--- config.mk ---
export PLATFORM = sky130hd
export DESIGN_NAME = dt_repack
export DESIGN_NICKNAME = d
export VERILOG_FILES = /design/src/rtl/dt_pkg.sv /design/src/rtl/dt_bitpack.sv /design/src/rtl/dt_repack.sv
export SDC_FILE = /design/constraint.sdc
export NUM_CORES = 1
export LEC_CHECK = 0
export BUFFER_PORTS_ARGS = -buffer_cell sky130_fd_sc_hd__clkbuf_2
export CELL_PAD_IN_SITES_DETAIL_PLACEMENT = 0
export CELL_PAD_IN_SITES_GLOBAL_PLACEMENT = 1
export CORE_AREA = 2 2 79 157
export DETAILED_ROUTE_END_ITERATION = 6
export DIE_AREA = 0 0 81 159
export GPL_TIMING_DRIVEN = 0
export PLACE_DENSITY = 0.63
export SKIP_CTS_REPAIR_TIMING = 1
export SLEW_MARGIN = 20
export SYNTH_ARGS = -nofsm -noshare
export SYNTH_HDL_FRONTEND = slang
export SYNTH_SLANG_ARGS = --single-unit
--- constraint.sdc ---
create_clock -name clk -period 3.1 [get_ports clk]
set_clock_uncertainty 0.1 [all_clocks]
set_input_delay 0.155 -clock clk [delete_from_list [all_inputs] [get_ports clk]]
set_output_delay 0.155 -clock clk [all_outputs]
set_load 0.02 [all_outputs]
--- src/rtl/dt_pkg.sv ---
// Shared geometry, address widths and FSM encoding for the distance-map
// to binary-image repacker.
package dt_pkg;

    localparam int IMG_DIM   = 128;
    localparam int WORD_BITS = 16;
    localparam int WORDS     = 1024;

    localparam int ROW_W  = 7;
    localparam int GRP_W  = 3;
    localparam int BIT_W  = 4;
    localparam int RES_AW = ROW_W + GRP_W + BIT_W;
    localparam int STI_AW = ROW_W + GRP_W;
    localparam int CNT_W  = 15;

    localparam logic [CNT_W-1:0]  OBJ_MAX   = 15'h4000;
    localparam logic [STI_AW-1:0] LAST_WORD = 10'd1023;

    typedef enum logic [2:0] {
        ST_IDLE  = 3'd0,
        ST_READ  = 3'd1,
        ST_FLUSH = 3'd2,
        ST_WRITE = 3'd3,
        ST_DONE  = 3'd4
    } state_t;

endpackage

--- src/rtl/dt_bitpack.sv ---
// MSB-first 16-bit pixel packer with a saturating count of captured ones.
module dt_bitpack
    import dt_pkg::*;
(
    input  logic                 clk,
    input  logic                 reset,
    input  logic                 clr,
    input  logic                 en,
    input  logic                 bit_in,
    output logic [WORD_BITS-1:0] word_next,
    output logic [CNT_W-1:0]     ones_cnt
);

    // Only 15 bits need storing: the 16th arrives on the cycle the word is taken.
    logic [WORD_BITS-2:0] sr_reg;
    logic [CNT_W-1:0]     ones_cnt_reg;

    assign word_next[0] = bit_in;

    genvar gi;
    generate
        for (gi = 1; gi < WORD_BITS; gi++) begin : g_shift
            assign word_next[gi] = sr_reg[gi-1];
        end
    endgenerate

    always_ff @(posedge clk) begin
        if (reset || clr) begin
            sr_reg       <= '0;
            ones_cnt_reg <= '0;
        end else if (en) begin
            sr_reg <= word_next[WORD_BITS-2:0];
            if (bit_in && (ones_cnt_reg != OBJ_MAX))
                ones_cnt_reg <= ones_cnt_reg + 15'd1;
        end
    end

    assign ones_cnt = ones_cnt_reg;

endmodule

--- src/rtl/dt_repack.sv ---
// Walks the 128x128 distance RAM, thresholds each sample and writes packed
// 16-pixel words to the binary image RAM at a fixed 18 cycles per word.
module dt_repack
    import dt_pkg::*;
#(
    parameter logic [7:0] THR_DEF = 8'd1
) (
    input  logic                 clk,
    input  logic                 reset,
    input  logic                 start,
    input  logic                 thr_sel,
    input  logic [7:0]           thr,
    output logic                 res_rd,
    output logic [RES_AW-1:0]    res_addr,
    input  logic [7:0]           res_di,
    output logic                 sti_wr,
    output logic [STI_AW-1:0]    sti_addr,
    output logic [WORD_BITS-1:0] sti_do,
    output logic [CNT_W-1:0]     obj_cnt,
    output logic                 busy,
    output logic                 done
);

    state_t               state_reg;
    logic [BIT_W-1:0]     k_reg;
    logic [STI_AW-1:0]    word_reg;
    logic [7:0]           thr_reg;
    logic                 rd_d1_reg;
    logic [STI_AW-1:0]    sti_addr_reg;
    logic [WORD_BITS-1:0] sti_do_reg;

    logic                 start_ok;
    logic                 pixel;
    logic [WORD_BITS-1:0] word_next;

    assign start_ok = start && ((state_reg == ST_IDLE) || (state_reg == ST_DONE));
    assign pixel    = (res_di >= thr_reg);

    always_ff @(posedge clk) begin
        if (reset) begin
            state_reg    <= ST_IDLE;
            k_reg        <= '0;
            word_reg     <= '0;
            thr_reg      <= THR_DEF;
            rd_d1_reg    <= 1'b0;
            sti_addr_reg <= '0;
            sti_do_reg   <= '0;
        end else begin
            // Read data returns one cycle after the strobe.
            rd_d1_reg <= (state_reg == ST_READ);
            case (state_reg)
                ST_IDLE, ST_DONE: begin
                    if (start_ok) begin
                        state_reg <= ST_READ;
                        thr_reg   <= thr_sel ? thr : THR_DEF;
                        k_reg     <= '0;
                        word_reg  <= '0;
                    end
                end
                ST_READ: begin
                    k_reg <= k_reg + 4'd1;
                    if (k_reg == 4'd15)
                        state_reg <= ST_FLUSH;
                end
                ST_FLUSH: begin
                    state_reg    <= ST_WRITE;
                    sti_addr_reg <= word_reg;
                    sti_do_reg   <= word_next;
                end
                ST_WRITE: begin
                    word_reg  <= word_reg + 10'd1;
                    state_reg <= (word_reg == LAST_WORD) ? ST_DONE : ST_READ;
                end
                default: state_reg <= ST_IDLE;
            endcase
        end
    end

    dt_bitpack u_bitpack (
        .clk       (clk),
        .reset     (reset),
        .clr       (start_ok),
        .en        (rd_d1_reg),
        .bit_in    (pixel),
        .word_next (word_next),
        .ones_cnt  (obj_cnt)
    );

    assign res_rd   = (state_reg == ST_READ);
    assign res_addr = {word_reg, k_reg};
    assign sti_wr   = (state_reg == ST_WRITE);
    assign sti_addr = sti_addr_reg;
    assign sti_do   = sti_do_reg;
    assign busy     = (state_reg == ST_READ) || (state_reg == ST_FLUSH) || (state_reg == ST_WRITE);
    assign done     = (state_reg == ST_DONE);

endmodule

==> results.env <==
SYN_AVG_CELL_AREA_SQ_UM=8.39
SYNTH_TOP_AREA_CELL='dfxtp_1'
RSZ0062_AT_GRT='no'
FINAL-SETUP-VIOL-COUNT=0
INITIAL_UTILIZATION_PCT=29.7
COMBINED_AREA_OF_ALL_SYNTHESIZED_CELLS_SQ_MM=0.00346
NUMBER_OF_ANTENNA_VIOLATIONS_AT_THE_FIRST_CHECK_IN_GLOBAL_ROUTING=0
WL_MICRONS=9380
WIRE_PER_INST_MICRONS=14.3
FIN_CRIT_NS=2.41
LAYOUT-AREA-OVERHEAD-VS-SYNTH_PCT=27.9
SYNTHESIZED_AREA_FRACTION_OCCUPIED_BY_AO_OA_AOI_AND_OAI_CELLS_PCT=14.7
CP_CELL_SEQUENCE='ha_1, nand2b_1, a2111oi_0, o31a_1, buf_2, buf_2, o21ai_0, a21oi_1'
VDD_IR_DROP_MAX_mV=0.313
FINAL_NETS=540
GLOBALROUTEOVERFLOWTOTAL=0
SETUP.WORST_PATH.END_CLASS='register'
SYNTH_AREA_IN_ADDERS_PCT=4.34
CLOCK-SINKS=82
TIMING.FINAL.HOLD_VIOLATIONS=0
YOSYSSEQAREASHARE_PCT=47.5
DRV_SLEW=0
NUMBER_OF_REMAINING_DRC_ERRORS=0
POWER.LEAKAGE_nW=1.68
MULTI_INPUT_COMB_AREA_SQ_MM=0.00167
CLK_TRANSITION_REPORTED_PATHS_NS=0.06
DRV_CAP=0
ARRIVAL_NS=2.58
CLASS_OF_THE_TIGHTEST_HOLD_OR_REMOVAL_CHECK='input port to register'
SYNTH-EDFF-COUNT=0
NETLIST_INSTANCES=412
SYNTH.NET_COUNT=444
ROWS=56
POSTLAYOUTCOREUTIL_PCT=38.0
MUXSHAREOFSYNTHAREA_PCT=5.36
ANTENNADIODECOUNT=0
POST_SYNTHESIS_SEQUENTIAL_ELEMENT_COUNT=82
FILLERINSTANCES=1280
SYNTH_TOP_FAMILY_BY_AREA='simple AND/OR/NAND/NOR gates'
MOST_FREQUENT_CELLS_IN_THE_LAYOUT='82 x dfxtp_1, 77 x clkbuf_2, 73 x nand2_1'
CTS_TREE='built'
TIMING.CRITICAL_PATH.REQUIRED_NS=3.27
PEAK_CLOCK_FREQUENCY_SUPPORTED_BY_TIMING_MHz=415
CTS.ROOT.BUFFER_CELL='clkbuf_16'
CRITICAL-PATH-MAX-STAGE-DELAY_NS=0.41
CRITPATHMAXFANOUT=10
ASYNCSETRESETFLOPFRACSYNTH_PCT=0
POST_SYNTH_XOR_AREA_FRACTION_PCT=0.253
FINALWEIGHTEDCONGESTION=0.830
HORIZONTAL_DIE_DIMENSION_MICRONS=81
LARGEST_REGISTER_FF_COUNT=16
LAYOUT_CELL_SHARE_WITH_DRIVE_STRENGTH_BEYOND_1_PCT=20.3
WORST_CASE_HEADROOM_TO_THE_MAX_SLEW_LIMIT_PCT=58.9
SLOWEST_STAGE='a2111oi_0'
VIAS=3194
FP.DIEAREA_SQ_MM=0.0129
CTS_BUFFERS=9
TRACK_USAGE_PCT=15.1
CRIT_TOP_CELL='buf_2'
BIGGEST_AREA_CONTRIBUTORS_IN_THE_SYNTHESIZED_NETLIST='dfxtp_1 47%, nand2_1 7.9%, a21oi_1 6.9%, nor2_1 4.9%, ha_1 4.3%'
IOS=79
DRT_FIRST_ITER_VIOLATIONS=108
DPL_HPWL_MICRONS=7100
TIMING_WORST_SLEW_PIN_VALUE_NS=0.614
WORST-PATH-BUF-INV=2
HTREE_NUM_LEVELS=3
AVGVIACOUNTPERCELL=4.85
POST-ROUTE-PERIOD-UTIL_PCT=77.8
WORST_HOLD_SLACK_NS=0.0388
CTS_MAX_PATH_BUFFERS=2
STATUS='finished, final reports clean'
FINAL_DESIGN_AREA_NO_FILL_SQ_MM=0.00442
DPL_CELL_AREA_SQ_MM=0.00402
WORSTSETUPSTARTPOINTTYPE='register'
TOTALNEGATIVESETUPSLACK_NS=0
NETLIST.AREA_LEADER.SHARE_PCT=47.5
DRT_PRE_ANTENNA_ITERS=4
DIE-HEIGHT_MICRONS=159
POWER_DENSITY_OVER_THE_CELLS_mW_PER_MM2=592
ANTENNA_VIOLATING_NETS_POST_ROUTE=0
CRITICAL_PATH_CLASS='register to register'
PIN_COUNT_OF_THE_BIGGEST_NET_ENTERING_GLOBAL_ROUTING=15
PORT_BUFFERS=77
INSERTION_DELAY_NS=0.34
SYNTH_CELL_TYPES=41
CORE_AREA_SQ_MM=0.0116
GLOBAL_ROUTE_WIRE_LENGTH_BEFORE_REPAIR_MICRONS=15000
SEQ_AREA_SQ_MM=0.00164
SYNTH_WARNINGS=0
SYNTH-MAIN-FF-CELL='dfxtp_1'
SYNTHSIMPLEGATEAREAFRAC_PCT=23.6
FIRST_GLOBAL_VIAS=2971
PATH_DELAY_FAMILY='compound AO/OA/AOI/OAI gates'
MOSTFREQUENTLAYOUTCELL='dfxtp_1'
## worst reg2reg max path, cell delays in order, from the launching register on
cell and delay (ns):
dfxtp_1 0.31, ha_1 0.26, nand2b_1 0.14, a2111oi_0 0.41
o31a_1 0.35, buf_2 0.25, buf_2 0.25, o21ai_0 0.12
a21oi_1 0.15
## power by group
part / internal (mW) / switching (mW)
combinational: 0.113 / 0.260
clock: 0.703 / 0.437
sequential: 1.08 / 0.0224
## final timing paths
kind / startpoint / slack (ns) / cells past startpoint / to
hold reg to reg: sti_do[12]$_SDFFE_PP0P_ / 0.36 / 2 / sti_do[12]$_SDFFE_PP0P_
setup / recovery: thr_reg[0]$_SDFFE_PP1P_ / 0.69 / 8 / u_bitpack.ones_cnt[2]$_SDFFE_PP0P_
setup reg to reg: thr_reg[0]$_SDFFE_PP1P_ / 0.69 / 8 / u_bitpack.ones_cnt[2]$_SDFFE_PP0P_
hold / removal: start / 0.04 / 4 / state_reg[2]$_SDFFE_PP0P_
## kinds of logic (layout without fill, tap and decap cells)
family,after synthesis,in the layout
simple gates,173,173
compound gates,88,88
flops,82,82
buf+inv,38,139
mux,18,18
fa+ha+maj,12,12
xor+xnor,1,1
## synthesized netlist by cell type (5+ instances only)
library cell	instances
or4_1	9
mux2i_1	14
nand2_1	73
or3_1	5
o21ai_0	15
a21oi_1	48
dfxtp_1	82
inv_1	17
nand4_1	7
o31ai_1	9
ha_1	12
nand3_1	5
clkbuf_1	16
nor2_1	45
nand2b_1	5
## through the flow
step	setup WS [ns]	instances	power (mW)
3_3_place_gp	0.691	634	1.50
6_report	0.689	658	2.62
3_5_place_dp	0.626	634	1.50
4_1_cts	0.613	650	2.66
2_1_floorplan	1.03	412	1.38
5_1_grt	0.413	658	2.75
## metal layers
layer	vias up	part of all wire, %	GRT usage, %	wire, microns
met5	-	0	0	0
met4	0	1.6	5.01	153
met3	10	4.5	4.08	420
met2	76	55	27.6	5190
met1	1483	39	16.2	3610
li1	1625	-	-	-
## final cells by class
class,count,share of cell area [%]
repair buffers,85,10.5
plain buffers,21,1.90
multi-input cells,292,37.7
clock buffers,9,5.09
inverters,17,1.44
flip-flops and latches,82,37.1
clock inverters,7,2.12
well taps,145,4.10
(Power assumes the default switching activity.)
